===== config.mk =====
export PLATFORM = sky130hd
export DESIGN_NAME = dfi_wrdata_sched
export DESIGN_NICKNAME = d
export VERILOG_FILES = /design/src/rtl/dfi_wrdata_sched.sv
export SDC_FILE = /design/constraint.sdc
export NUM_CORES = 1
export LEC_CHECK = 0
export CAP_MARGIN = 20
export CORE_UTILIZATION = 60
export DETAILED_ROUTE_END_ITERATION = 7
export DONT_BUFFER_PORTS = 1
export HOLD_SLACK_MARGIN = 0.02
export PLACE_DENSITY_LB_ADDON = 0.25
export SYNTH_ARGS = -nofsm -noshare
export SYNTH_HDL_FRONTEND = slang
export SYNTH_SLANG_ARGS = --single-unit

===== constraint.sdc =====
create_clock -name clk -period 17.3 [get_ports clk]
set_input_delay 0.865 -clock clk [delete_from_list [all_inputs] [get_ports clk]]
set_output_delay 0.865 -clock clk [all_outputs]
set_load 0.01 [all_outputs]

===== src/rtl/dfi_wrdata_sched.sv =====
// dfi_wrdata_sched
// Controller-side DFI write-data scheduler. It buffers write beats from the
// controller datapath. For each write command issued on DFI it raises
// dfi_wrdata_en TPHY_WRLAT clks later. It drives each beat on
// dfi_wrdata/dfi_wrdata_mask TPHY_WRDATA clks after that. A command is
// accepted only when a full, unreserved burst is already buffered, so the
// data path cannot underrun.
//
// Ports:
//   clk, reset                  clock, synchronous active-high reset
//   wr_cmd_valid/wr_cmd_ready   write command issued on DFI when both high
//   wd_valid/wd_ready           write beat handshake into the data FIFO
//   wd_data, wd_mask, wd_last   beat payload, byte mask (1=masked), last flag
//   dfi_wrdata_en               registered DFI write-data enable (all slices)
//   dfi_wrdata, dfi_wrdata_mask registered DFI write data / mask, 0 when idle
//   proto_err                   sticky: wd_last not on the burst boundary
//   busy                        a burst is reserved, scheduled or in flight
module dfi_wrdata_sched #(
   parameter int unsigned DATA_W      = 64,
   parameter int unsigned MASK_W      = 8,
   parameter int unsigned EN_W        = 4,
   parameter int unsigned BURST_BEATS = 4,
   parameter int unsigned TPHY_WRLAT  = 3,
   parameter int unsigned TPHY_WRDATA = 1,
   parameter int unsigned FIFO_DEPTH  = 8
) (
   input  logic              clk,
   input  logic              reset,
   input  logic              wr_cmd_valid,
   output logic              wr_cmd_ready,
   input  logic              wd_valid,
   output logic              wd_ready,
   input  logic [DATA_W-1:0] wd_data,
   input  logic [MASK_W-1:0] wd_mask,
   input  logic              wd_last,
   output logic [EN_W-1:0]   dfi_wrdata_en,
   output logic [DATA_W-1:0] dfi_wrdata,
   output logic [MASK_W-1:0] dfi_wrdata_mask,
   output logic              proto_err,
   output logic              busy
);

   // Bit k of a line in cycle c marks a command accepted in cycle c-1-k.
   // The registered outputs are loaded from the next-state value of the line,
   // so the active window is always the top BURST_BEATS bits. The line stops
   // one bit short of the full latency, so busy drops right after the final
   // data cycle.
   localparam int unsigned EN_D  = TPHY_WRLAT + BURST_BEATS - 1;
   localparam int unsigned DAT_D = TPHY_WRLAT + TPHY_WRDATA + BURST_BEATS - 1;
   localparam int unsigned PTR_W = $clog2(FIFO_DEPTH);
   localparam int unsigned CNT_W = PTR_W + 1;
   localparam int unsigned IDX_W = (BURST_BEATS > 1) ? $clog2(BURST_BEATS) : 1;

   logic [EN_D-1:0]          en_line, en_next;
   logic [DAT_D-1:0]         dat_line, dat_next;
   logic [CNT_W-1:0]         count, reserved, avail;
   logic [IDX_W-1:0]         spacing, beat_idx;
   logic [PTR_W-1:0]         wr_ptr, rd_ptr;
   logic [MASK_W+DATA_W-1:0] mem [FIFO_DEPTH];
   logic [MASK_W+DATA_W-1:0] head;
   logic                     accept, push, pop, en_on, last_slot;

   assign avail        = count - reserved;
   assign wr_cmd_ready = !reset && (avail >= CNT_W'(BURST_BEATS)) && (spacing == '0);
   assign wd_ready     = !reset && (count < CNT_W'(FIFO_DEPTH));
   assign accept       = wr_cmd_valid && wr_cmd_ready;
   assign push         = wd_valid && wd_ready;
   assign head         = mem[rd_ptr];
   assign last_slot    = (beat_idx == IDX_W'(BURST_BEATS - 1));
   assign busy         = (reserved != '0) || (|en_line) || (|dat_line);

   always_comb begin
      en_next     = '0;
      dat_next    = '0;
      en_next[0]  = accept;
      dat_next[0] = accept;
      for (int unsigned i = 1; i < EN_D; i++) en_next[i] = en_line[i-1];
      for (int unsigned i = 1; i < DAT_D; i++) dat_next[i] = dat_line[i-1];
      en_on = |en_next[EN_D-1 -: BURST_BEATS];
      pop   = |dat_next[DAT_D-1 -: BURST_BEATS];
   end

   always_ff @(posedge clk) begin
      if (push) mem[wr_ptr] <= {wd_mask, wd_data};
   end

   always_ff @(posedge clk) begin
      if (reset) begin
         en_line         <= '0;
         dat_line        <= '0;
         dfi_wrdata_en   <= '0;
         dfi_wrdata      <= '0;
         dfi_wrdata_mask <= '0;
         count           <= '0;
         reserved        <= '0;
         spacing         <= '0;
         beat_idx        <= '0;
         wr_ptr          <= '0;
         rd_ptr          <= '0;
         proto_err       <= 1'b0;
      end else begin
         if (pop) assert (count != '0);
         en_line       <= en_next;
         dat_line      <= dat_next;
         dfi_wrdata_en <= {EN_W{en_on}};
         if (pop) begin
            dfi_wrdata      <= head[DATA_W-1:0];
            dfi_wrdata_mask <= head[DATA_W +: MASK_W];
            rd_ptr          <= rd_ptr + 1'b1;
         end else begin
            dfi_wrdata      <= '0;
            dfi_wrdata_mask <= '0;
         end
         if (push && !pop)      count <= count + 1'b1;
         else if (pop && !push) count <= count - 1'b1;
         reserved <= reserved + (accept ? CNT_W'(BURST_BEATS) : '0)
                              - (pop ? CNT_W'(1) : '0);
         if (accept)              spacing <= IDX_W'(BURST_BEATS - 1);
         else if (spacing != '0)  spacing <= spacing - 1'b1;
         if (push) begin
            wr_ptr   <= wr_ptr + 1'b1;
            beat_idx <= last_slot ? '0 : beat_idx + 1'b1;
            if (wd_last != last_slot) proto_err <= 1'b1;
         end
      end
   end

endmodule


==> run metrics <==
synth warn 0; routed via count 10,500; largest net degree at the start of global routing 73; Top FF cell, synth edfxtp_1; CP Class reg2reg; die height 204 µm; core area 0.0401 mm²; Syn-to-layout area delta 11.4%; postcts setup bufs 0; Worst setup EP type flop; clk buf depth 3; Max Clk Rate 0.299 GHz; top cells by count, synth edfxtp_1 (576), mux4_2 (144), dfxtp_1 (99); Reg2Reg Depth 5; Slew HR 28.3%; top-count cell post-synth edfxtp_1; maximum vdd drop 0.0912 mV; required time of the critical path 17.74 ns; Post-CTS Hold Buffers 0; count of cell types in the netlist 38; Critical Path End dfi_wrdata[17]; I/O Buffers 0; vias per cell 6.03; drt initial violations 866; clock latency on the worst-skew pair 0.59 ns; Final min period 3.34 ns; All-Layer GR Usage 22.3%; EDFF count, synth 576; HP Class in2reg; # Max-Cap Violations 0; Remaining DRCs 0; Yosys top cell by area edfxtp_1; pre-CTS setup slack 13.44 ns; Critical path origin rd_ptr[0]; routability cong. 0.721; Initial Util 61.3%; fin crit share 19.3%; ys async rst share 0%; WHS Path Cells 1; setup TNS 0 ns; RSZ-0062 raised after global routing no; Worst R2R Start rd_ptr[0]; Net Count, Synth 1,226; GRT Residual Overflow 0; routed len/inst 25.5 µm; fin. max-slew vios 0; Site Rows 73; vias in the first global route 11,200; Clock transition at path regs 0.06 ns; layout cell share with drive strength beyond 1 23.3%; root buffer cell clkbuf_16; flop2flop setup slack 13.96 ns; Final ANT Viol Nets 0; post-CTS sizing 0; Synth Cell Area 0.0246 mm²; crit-path max FO 40; die width 204 µm; dpl hpwl 23,600 µm; diode count 0; CTS sink count 675; Synth top area share 70.3%; nets@finish 1,260; Worst-Margin Slew 1.08 ns; first-pass GRT wire length 67,800 µm; Mapped Cells 1,135; die area 0.0418 mm²; Fill cells 2,398; antenna violations before repair 0; syn avg cell area 21.7 µm²; Setup violations, final 0; Crit path arrival time 3.78 ns; Crit Reg-Reg Endpoint dfi_wrdata[17]; register area share after synthesis 78.4%; CTS tree built; Synth area leaders edfxtp_1 (70%), mux4_2 (13%), dfxtp_1 (8.1%); CTS Buf Count 67; Yosys reg bits 675; setup ws final 13.96 ns; status finished, final reports clean; DRT Wirelength 44,600 µm; DR pass1 iterations 4; htree depth 3; PD cells 127 mW/mm²; Hold Vio Cnt, Final 0; Top Ports 157; Fin Clk Skew 0.0197 ns; crit path launch type flop; leakage 8.50 nW
==> worst min path at each step <==
stage                      from           to  slack, ns
global route              reset    rd_ptr[1]       0.34
CTS                       reset    rd_ptr[1]       0.32
global placement    dat_line[5]  dat_line[6]       0.45
finish                    reset    rd_ptr[2]       0.35
floorplan           dat_line[5]  dat_line[6]       0.43
detailed placement   en_line[0]   en_line[1]       0.46
==> metal layers <==
| layer | global-route usage [%] | up-vias | part of all wire (%) |
|---|---|---|---|
| li1 | - | 4619 | - |
| met1 | 30.3 | 5529 | 42 |
| met4 | 7.44 | 0 | 2.3 |
| met3 | 5.21 | 71 | 6.6 |
| met2 | 36.1 | 311 | 49 |
| met5 | 0 | - | 0 |
==> critical path, cell delays in order, from the launching register on <==
cell and delay [ns]:
dfxtp_4 0.74, buf_4 0.74, buf_4 0.73, mux4_2 0.60
mux2i_1 0.16, nor2_1 0.07
==> flip-flops by register name, indices dropped and copies added, names as in the netlist <==
name,flops
rd_ptr,3
spacing,2
count,4
proto_err,1
mem,576
en_line,5
dfi_wrdata,64
reserved,4
beat_idx,2
dfi_wrdata_mask,8
wr_ptr,3
dat_line,2
dfi_wrdata_en,1
==> report_power, final <==
group / total, mW / internal [mW] / switching [mW] / leakage [nW]
Sequential: 1.84 / 1.81 / 0.0272 / 6.00
Clock: 1.41 / 0.832 / 0.582 / 1.07
Combinational: 0.216 / 0.110 / 0.106 / 1.43
==> metrics by stage <==
| stage | area, µm² | utilization [%] | hold WS (ns) | power (mW) | std cells |
|---|---|---|---|---|---|
| global route | 27400 | 68.3 | 0.337 | 3.58 | 1746 |
| CTS | 27400 | 68.2 | 0.323 | 3.50 | 1744 |
| detailed placement | 25200 | 62.8 | 0.457 | 2.09 | 1623 |
| finish | 27400 | 68.3 | 0.354 | 3.47 | 1746 |
| floorplan | 24600 | - | 0.430 | 2.05 | 1135 |
| global placement | 25200 | 62.8 | 0.446 | 2.09 | 1622 |
==> cell type report <==
type	count	area (µm²)	area share (%)
Tap cell	525	657	2.40
Sequential cell	675	19300	70.4
Multi-Input combinational cell	393	5040	18.4
Inverter	11	41.3	0.151
Clock inverter	36	314	1.15
Clock buffer	85	1850	6.74
Timing Repair Buffer	21	203	0.740
==> cells by family (layout without fill, tap and decap cells) <==
family	count (synthesis)	after routing	synth area share, %
AO/OA/AOI/OAI	14	14	0.422
adder cells (fa/ha/maj)	14	14	0.773
AND/OR/NAND/NOR	134	134	2.33
buffers and inverters	67	153	1.34
XOR/XNOR	11	11	0.448
multiplexers	220	220	16.3
flip-flops	675	675	78.4
==> cells in the final DEF, fill, tap and decap left out, types with 5 or more instances in the layout <==
cell,synthesis,layout
mux4_2,144,144
clkinv_1,0,9
buf_4,10,18
nand2b_1,7,6
clkbuf_8,0,6
clkinv_2,0,16
dfxtp_1,99,96
bufinv_16,0,5
edfxtp_1,576,576
ha_1,12,12
nor2_1,94,91
xnor2_1,5,5
clkbuf_16,0,69
inv_1,10,10
clkbuf_1,18,10
nand2_1,11,11
xor2_1,5,5
mux2i_1,74,74
nor2b_1,9,9
No activity file was read; power rests on OpenSTA's default activity.
